## config.mk

```make
export PLATFORM = sky130hd
export DESIGN_NAME = inst_fetch
export DESIGN_NICKNAME = d
export VERILOG_FILES = /design/src/rtl/inst_fetch.sv
export SDC_FILE = /design/constraint.sdc
export NUM_CORES = 1
export LEC_CHECK = 0
export CAP_MARGIN = 20
export CORE_MARGIN = 3
export CORE_UTILIZATION = 49
export CTS_CLUSTER_DIAMETER = 120
export DETAILED_ROUTE_END_ITERATION = 7
export PLACE_DENSITY = 0.67
export SLEW_MARGIN = 40
export SYNTH_ARGS = -nofsm -noshare
export SYNTH_HDL_FRONTEND = slang
export SYNTH_SLANG_ARGS = --single-unit
```

## constraint.sdc

```tcl
create_clock -name clk -period 6.2 [get_ports clk]
set_input_delay 1.24 -clock clk [delete_from_list [all_inputs] [get_ports clk]]
set_output_delay 1.24 -clock clk [all_outputs]
set_load 0.01 [all_outputs]
```

## src/rtl/inst_fetch.sv

```systemverilog
// Instruction fetch unit with a direct-mapped, one-word-per-line instruction cache.
// Misses go to the memory controller; a redirect can abandon (but not cancel) an in-flight read.
module inst_fetch #(
    parameter int unsigned ICACHE_LINES = 16,
    parameter logic [31:0] RESET_PC     = 32'h0
) (
    input  logic        clk,
    input  logic        rst,
    input  logic        rdy,
    input  logic        iJP_en,
    input  logic [31:0] iJP_pc,
    input  logic        iQ_full,
    output logic        oQ_en,
    output logic [31:0] oQ_inst,
    output logic [31:0] oQ_pc,
    output logic        oMC_en,
    output logic [31:0] oMC_addr,
    input  logic        iMC_done,
    input  logic [31:0] iMC_inst
);
    localparam int unsigned IdxW = $clog2(ICACHE_LINES);
    localparam int unsigned TagW = 30 - IdxW;

    typedef enum logic [1:0] {StIdle, StMiss, StDiscard} state_e;

    state_e                  state_q, state_d;
    logic [31:0]             pc_q, pc_d;
    logic                    q_en_q, q_en_d;
    logic [31:0]             q_inst_q, q_inst_d;
    logic [31:0]             q_pc_q, q_pc_d;
    logic                    mc_en_q, mc_en_d;
    logic [31:0]             mc_addr_q, mc_addr_d;
    logic [ICACHE_LINES-1:0] valid_q, valid_d;
    logic [TagW-1:0]         tag_q [ICACHE_LINES];
    logic [31:0]             data_q [ICACHE_LINES];

    logic [IdxW-1:0] pc_idx, fill_idx;
    logic [TagW-1:0] pc_tag, fill_tag;
    logic            hit;
    logic            fill_en;

    assign pc_idx   = pc_q[IdxW+1:2];
    assign pc_tag   = pc_q[31:IdxW+2];
    // mc_addr_q doubles as the latched miss address; it stays put across a redirect
    assign fill_idx = mc_addr_q[IdxW+1:2];
    assign fill_tag = mc_addr_q[31:IdxW+2];
    assign hit      = valid_q[pc_idx] && (tag_q[pc_idx] == pc_tag);

    always_comb begin
        state_d   = state_q;
        pc_d      = pc_q;
        q_en_d    = q_en_q;
        q_inst_d  = q_inst_q;
        q_pc_d    = q_pc_q;
        mc_en_d   = mc_en_q;
        mc_addr_d = mc_addr_q;
        valid_d   = valid_q;
        fill_en   = 1'b0;
        if (rdy) begin
            q_en_d = 1'b0;
            if (iJP_en) begin
                pc_d = iJP_pc;
            end
            unique case (state_q)
                StIdle: begin
                    if (!iJP_en) begin
                        if (hit) begin
                            if (!iQ_full) begin
                                q_en_d   = 1'b1;
                                q_inst_d = data_q[pc_idx];
                                q_pc_d   = pc_q;
                                pc_d     = pc_q + 32'd4;
                            end
                        end else begin
                            mc_en_d   = 1'b1;
                            mc_addr_d = {pc_q[31:2], 2'b00};
                            state_d   = StMiss;
                        end
                    end
                end
                StMiss: begin
                    if (iMC_done) begin
                        fill_en = 1'b1;
                        mc_en_d = 1'b0;
                        state_d = StIdle;
                    end else if (iJP_en) begin
                        mc_en_d = 1'b0;
                        state_d = StDiscard;
                    end
                end
                StDiscard: begin
                    if (iMC_done) begin
                        fill_en = 1'b1;
                        state_d = StIdle;
                    end
                end
                default: state_d = StIdle;
            endcase
            if (fill_en) begin
                valid_d[fill_idx] = 1'b1;
            end
        end
    end

    always_ff @(posedge clk or negedge rst) begin
        if (!rst) begin
            state_q   <= StIdle;
            pc_q      <= RESET_PC;
            q_en_q    <= 1'b0;
            q_inst_q  <= 32'h0;
            q_pc_q    <= 32'h0;
            mc_en_q   <= 1'b0;
            mc_addr_q <= 32'h0;
            valid_q   <= '0;
        end else begin
            state_q   <= state_d;
            pc_q      <= pc_d;
            q_en_q    <= q_en_d;
            q_inst_q  <= q_inst_d;
            q_pc_q    <= q_pc_d;
            mc_en_q   <= mc_en_d;
            mc_addr_q <= mc_addr_d;
            valid_q   <= valid_d;
        end
    end

    // Tag and data arrays are qualified by valid_q, so they carry no reset
    always_ff @(posedge clk) begin
        if (fill_en) begin
            tag_q[fill_idx]  <= fill_tag;
            data_q[fill_idx] <= iMC_inst;
        end
    end

    assign oQ_en    = q_en_q;
    assign oQ_inst  = q_inst_q;
    assign oQ_pc    = q_pc_q;
    assign oMC_en   = mc_en_q;
    assign oMC_addr = mc_addr_q;

endmodule
```

==> flow_metrics.tcl, run 1 <==
set metrics [dict create \
    drive_gt1_frac 0.2621 \
    diodes 0 \
    cts_max_level 3 \
    power_density_nw_per_um2 369.6 \
    globalplace.congestion 0.9240 \
    drv_slew 0 \
    rsz0062_at_grt "no" \
    syn_to_final_growth_pct 16.67 \
    clock_tree.root_cell "clkbuf_16" \
    synth_edf_count 928 \
    vdd_drop_max_mv 0.2987 \
    finalInstanceArea_um2 49710 \
    clkLatencyLatePin_ps 670 \
    p_leak_nw 16.78 \
    crit_chain "buf_12 > mux4_2 > o22ai_1 > o22ai_1 > xnor2_1 > o2111ai_1 > or4_1 > nor4b_2 > buf_12 > mux2_2" \
    yosysMostFrequentCell "edfxtp_1" \
    cts_resized 0 \
    finalSetupTns_ps 0 \
    synth.largest_area_cell "edfxtp_1" \
    clock_path_buffers 3 \
    grt_pass1_vias 22620 \
    ys_seq_area_frac 0.7397 \
    numClockSinks 1074 \
    cts_tree "built" \
    grt_use_total 0.2400 \
    drt-total-wl_mm 108.4 \
    status "completed" \
    worstSetupEndpointType "flop" \
    post-cts-setup-buffers 0 \
    routedWlPerCell_um 30.25 \
    dieHeight_um 300.9 \
    grt_max_degree 108 \
    clk_pin_slew_ps 60 \
    hold_violations 0 \
    synth_ff_type "edfxtp_1" \
    clock_skew_ps 37.15 \
    max-slew-margin-rel 0.4601 \
    min_period_ps 5123 \
    fin_nets 2420 \
    drtPass1Iterations 6 \
    num_rows 107 \
    drtIter0Drc 2362 \
    io_pins 168 \
    antenna_found_initial 3 \
    yosys_warnings 0 \
    ys_ff_latch 1074 \
    numPlacedInstances 3380 \
    finalCritPeriodShare 0.8263 \
    synthTopCellsByArea "edfxtp_1 65%, mux4_2 13%, dfrtp_1 8.6%" \
    yosysUniqueCellTypes 78 \
    critPathRequiredTime_ps 6740 \
    synthCells 2129 \
    fmax_mhz 195.2 \
    dieArea_um2 90530 \
    grt_pass1_wl_mm 157.6 \
    path_class "reg2reg" \
    hp-class "reg2reg" \
    port-buffer-count 165 \
    place_area_um2 46080 \
    maxCapViolations 0 \
    dieWidth_um 300.9 \
    via_count 22300 \
    critical_path_arrival_ps 5670 \
    ant_nets 0 \
    synthArstFlopShare 0.1359 \
    synthesis.area_um2 42610 \
    syn_avg_cell_area_um2 20.01 \
    drc 0 \
    synth_largest_type_area_fraction 0.6540 \
    start_util 0.4973 \
    cp_max_fo 103 \
    setup_violations 0 \
    startpoint_type "flop" \
    instances_no_fill 3582 \
    avgViaCountPerCell 6.224 \
    dp_hpwl_mm 61.78 \
    slowest_stage "or4_1" \
    final_util 0.5802 \
    critPathMaxStageDelay_ps 800 \
    max_slew.worst_pin.slew_ps 803.7 \
    cts_buffers 106 \
    overflow 0 \
    core_region_area_um2 85680 \
    netlist_top_cells_count "928 x edfxtp_1, 238 x mux4_2, 146 x dfrtp_1, 107 x mux2_2, 88 x mux2i_1" \
    cts_hold_buf 0 \
]
[stage by stage]
stage | worst slack [ps] | hold slack [ps] | total power, W
floorplan | 1246 | 433.7 | 0.01069
global placement | 1245 | 446.6 | 0.01189
detailed placement | 1193 | 446.5 | 0.01198
CTS | 1168 | 461.5 | 0.01849
global route | 927.2 | 477.2 | 0.01898
finish | 1077 | 458.0 | 0.01837
[final timing paths]
path,from,to,slack [ps],cells after the start
setup / recovery,pc_q[3]$_DFFE_PN0P_,oQ_inst[25]$_DFFE_PN0P_,1080,10
hold / removal,valid_q[3]$_DFFE_PN0P_,valid_q[3]$_DFFE_PN0P_,460,1
setup reg to reg,pc_q[3]$_DFFE_PN0P_,oQ_inst[25]$_DFFE_PN0P_,1080,10
hold reg to reg,valid_q[3]$_DFFE_PN0P_,valid_q[3]$_DFFE_PN0P_,460,1
max in group asynchronous,rst,oQ_inst[0]$_DFFE_PN0P_,4540,2
min in group asynchronous,rst,oQ_pc[28]$_DFFE_PN0P_,560,1
[power by group]
part	internal [W]	total, W	switching [W]
registers	0.00867	0.00935	0.000678
logic	0.00114	0.00247	0.00133
clock network	0.00385	0.00656	0.00271
total	0.0137	0.0184	0.00472
[sequential cells by signal, indices dropped and copies added, names as in the netlist]
register and count:
data_q 512, oMC_addr 30, oMC_en 1, oQ_en 1, oQ_inst 32, oQ_pc 32
pc_q 32, state_q 2, tag_q 416, valid_q 16
[layout by cell type, fill, tap and decap left out, drive strengths merged, types with 9 or more instances in the layout]
| master | n |
|---|---|
| nand3 | 30 |
| or3 | 11 |
| edfxtp | 928 |
| nor2b | 11 |
| mux2 | 107 |
| bufinv | 11 |
| mux4 | 238 |
| dfrtp | 146 |
| inv | 25 |
| o22ai | 21 |
| nor3 | 23 |
| o21ai | 26 |
| clkinv | 40 |
| clkbuf | 150 |
| a22oi | 20 |
| a21oi | 26 |
| nand2 | 42 |
| nand4 | 9 |
| nor2 | 59 |
| clkdlybuf4s50 | 164 |
| or2 | 24 |
| mux2i | 88 |
| xnor2 | 12 |
| buf | 66 |
| and3 | 10 |
[worst max-delay path: cells and delay by family (launching register included)]
| family | cells | cell delay (ps) |
|---|---|---|
| muxes | 2 | 970 |
| AOI/OAI and AO/OA | 3 | 540 |
| and+or+nand+nor | 2 | 1290 |
| xor gates and xnor gates | 1 | 380 |
| DFF | 1 | 680 |
| buffers and inverters | 2 | 890 |
[cells by family after synthesis]
kind of cell / synth area share
AO/OA/AOI/OAI: 0.03212
XOR/XNOR: 0.002878
adder cells (fa/ha/maj): 0.001468
buffers and inverters: 0.01544
flip-flops: 0.7397
multiplexers: 0.1747
other: 0.00008801
AND/OR/NAND/NOR: 0.03353
[cell type report]
type | instances | area, µm²
clock buffer | 149 | 2998
clock inverter | 52 | 611.8
fill | 6230 | 35970
inverter | 24 | 91.34
multi-input combinational | 908 | 10590
sequential | 1074 | 31530
tap | 1144 | 1431
timing repair buffer | 231 | 2455
[layer usage]
layer  vias up  GRT usage  share of wire
li1       9203          -              -
met1     11910     0.3484           0.42
met2       991     0.3818           0.48
met3       191    0.03958          0.073
met4         4    0.06596          0.027
met5         -          0        0.00031
Note: power is estimated with default switching activity, not from simulation.
==> inputs of run 2 (changes only) <==
PLACE_DENSITY = 0.7   (was 0.67)
clock period = 4.38 ns   (was 6.2 ns; I/O delays follow)
==> run 2 against run 1 <==
  * Critical path depth unchanged
  * Sequential cell count unchanged
  * Global-route usage up 0.16 points
  * Power up 41%
  * Routed wire length up 0.32%
  * Via count up 1.3%
  * Clock-buffer cell count unchanged
  * Register-to-register slack worse by 950 ps
  * Highest routed layer unchanged
  * Die area unchanged
  * Largest cell class unchanged
==> flow_metrics.tcl, run 2 (synthesis gave the netlist of run 1 again) <==
set metrics [dict create \
    status "completed" \
    numClockSinks 1074 \
    post-cts-setup-buffers 0 \
    cts_hold_buf 0 \
    multi_input_area_um2 10590 \
    hold_slack_ps 243.0 \
    max-slew-margin-rel 0.4132 \
    p_leak_nw 17.11 \
    max_slew.worst_pin.slew_ps 878.1 \
    critPathRequiredTime_ps 4910 \
    crit_chain "mux4_2 > mux2i_1 > xnor2_1 > or4b_1 > a2111o_1 > or4_4 > nor4b_2 > buf_4 > buf_12 > mux2_2" \
    drive_gt1_frac 0.2810 \
    dieArea_um2 90530 \
    cts_max_level 3 \
    setup_violations 0 \
    dieWidth_um 300.9 \
    startpoint_type "flop" \
    rsz0062_at_grt "no" \
    vdd_drop_max_mv 0.3335 \
    power_density_nw_per_um2 513.1 \
    power_w 0.02584 \
    drc 0 \
    via_count 22580 \
    routedWlPerCell_um 29.73 \
    hold_violations 0 \
    clock_tree.root_cell "clkbuf_16" \
    ff_latch_area_um2 31530 \
    largest_reg_flops 512 \
    r2r_end "oQ_pc[25]$_DFFE_PN0P_" \
    clock_path_buffers 3 \
    cts_resized 0 \
    grt_use_total 0.2416 \
    drt-total-wl_mm 108.7 \
    cp_max_fo 33 \
    start_util 0.4973 \
    dieHeight_um 300.9 \
    port-buffer-count 165 \
    reg.largest.list "data_q (512), tag_q (416)" \
    r2r_slack_ps 130 \
    path_class "reg2reg" \
    fmax_mhz 235.3 \
    hp-class "in2async" \
    grt_pass1_vias 23140 \
    antenna_found_initial 4 \
    worstSetupEndpointType "flop" \
    clk_pin_slew_ps 60 \
    overflow 0 \
    fill_cells 6213 \
    avgViaCountPerCell 6.176 \
    drtPass1Iterations 6 \
    slowest_stage "dfrtp_4" \
    maxCapViolations 0 \
    final_util 0.5877 \
    min_period_ps 4250 \
    num_rows 107 \
    drtIter0Drc 2401 \
    critical_path_arrival_ps 4780 \
    grt_max_degree 89 \
    final_common_cell "edfxtp_1" \
    globalplace.congestion 0.9573 \
    clkLatencyLatePin_ps 680 \
    syn_to_final_growth_pct 18.18 \
    numPlacedInstances 3451 \
    clock_skew_ps 36.22 \
    cts_buffers 107 \
    drv_slew 0 \
    core_region_area_um2 85680 \
    finalCritPeriodShare 0.9704 \
    critPathMaxStageDelay_ps 580 \
    reg2regPathDepth 10 \
    final_cell_mix "928 x edfxtp_1, 238 x mux4_2, 164 x clkdlybuf4s50_1" \
    instances_no_fill 3656 \
    ant_nets 0 \
    grt_pass1_wl_mm 159.4 \
    dp_hpwl_mm 63.48 \
    fin_nets 2492 \
    regMostFlops "data_q" \
    crit-reg2reg-launch "pc_q[3]$_DFFE_PN0P_" \
    cts_tree "built" \
    io_pins 168 \
]
[run 2: report_power, final]
group          switching, W  internal, W  leakage (nW)  total [W]
Combinational       0.00195      0.00173          5.21    0.00368
Clock               0.00381      0.00512          1.68    0.00893
Sequential         0.000948       0.0123          10.2     0.0132
Total               0.00672       0.0191          17.1     0.0258
[run 2: final cells by class]
type	count	area share
Antenna cell	3	0.0001491
Inverter	24	0.001814
Multi-Input combinational cell	908	0.2103
Tap cell	1144	0.02842
Timing Repair Buffer	302	0.06418
Clock buffer	149	0.05978
Clock inverter	52	0.009218
Sequential cell	1074	0.6262
[run 2: stage by stage]
| step | TNS, ps | instance area [µm²] | setup WS [ps] |
|---|---|---|---|
| 2_1_floorplan | -41730 | 42660 | -236.3 |
| 3_3_place_gp | 0 | 46750 | 99.01 |
| 3_5_place_dp | 0 | 46830 | 87.79 |
| 4_1_cts | 0 | 50300 | 62.51 |
| 5_1_grt | 0 | 50350 | 15.33 |
| 6_report | 0 | 50360 | 129.6 |
[run 2: worst max path at each step]
stage	startpoint	to	slack (ps)	cells past startpoint
floorplan	rdy	data_q[1][0]$_DFFE_PP_	-240	4
global placement	pc_q[3]$_DFFE_PN0P_	oQ_inst[6]$_DFFE_PN0P_	100	11
detailed placement	pc_q[3]$_DFFE_PN0P_	oQ_inst[13]$_DFFE_PN0P_	90	11
CTS	pc_q[3]$_DFFE_PN0P_	oQ_pc[25]$_DFFE_PN0P_	60	11
global route	pc_q[3]$_DFFE_PN0P_	pc_q[22]$_DFFE_PN0P_	20	14
finish	pc_q[3]$_DFFE_PN0P_	oQ_pc[25]$_DFFE_PN0P_	130	10
[run 2: layer usage]
metal  share of wire  routed length, µm  track usage  vias to the layer above
li1                -                  -            -                     9344
met1            0.41              44140       0.3409                    11960
met2            0.49              52760       0.3858                     1055
met3           0.073               7894      0.04124                      213
met4           0.036               3879      0.08312                        2
met5         0.00018                 20            0                        -
[run 2: critical path, delay by kind of cell, from the launching register on]
family	cells	cell delay (ps)
flops	1	580
buf+inv	2	420
xor+xnor	1	90
mux	3	1110
compound gates	1	490
simple gates	3	1410
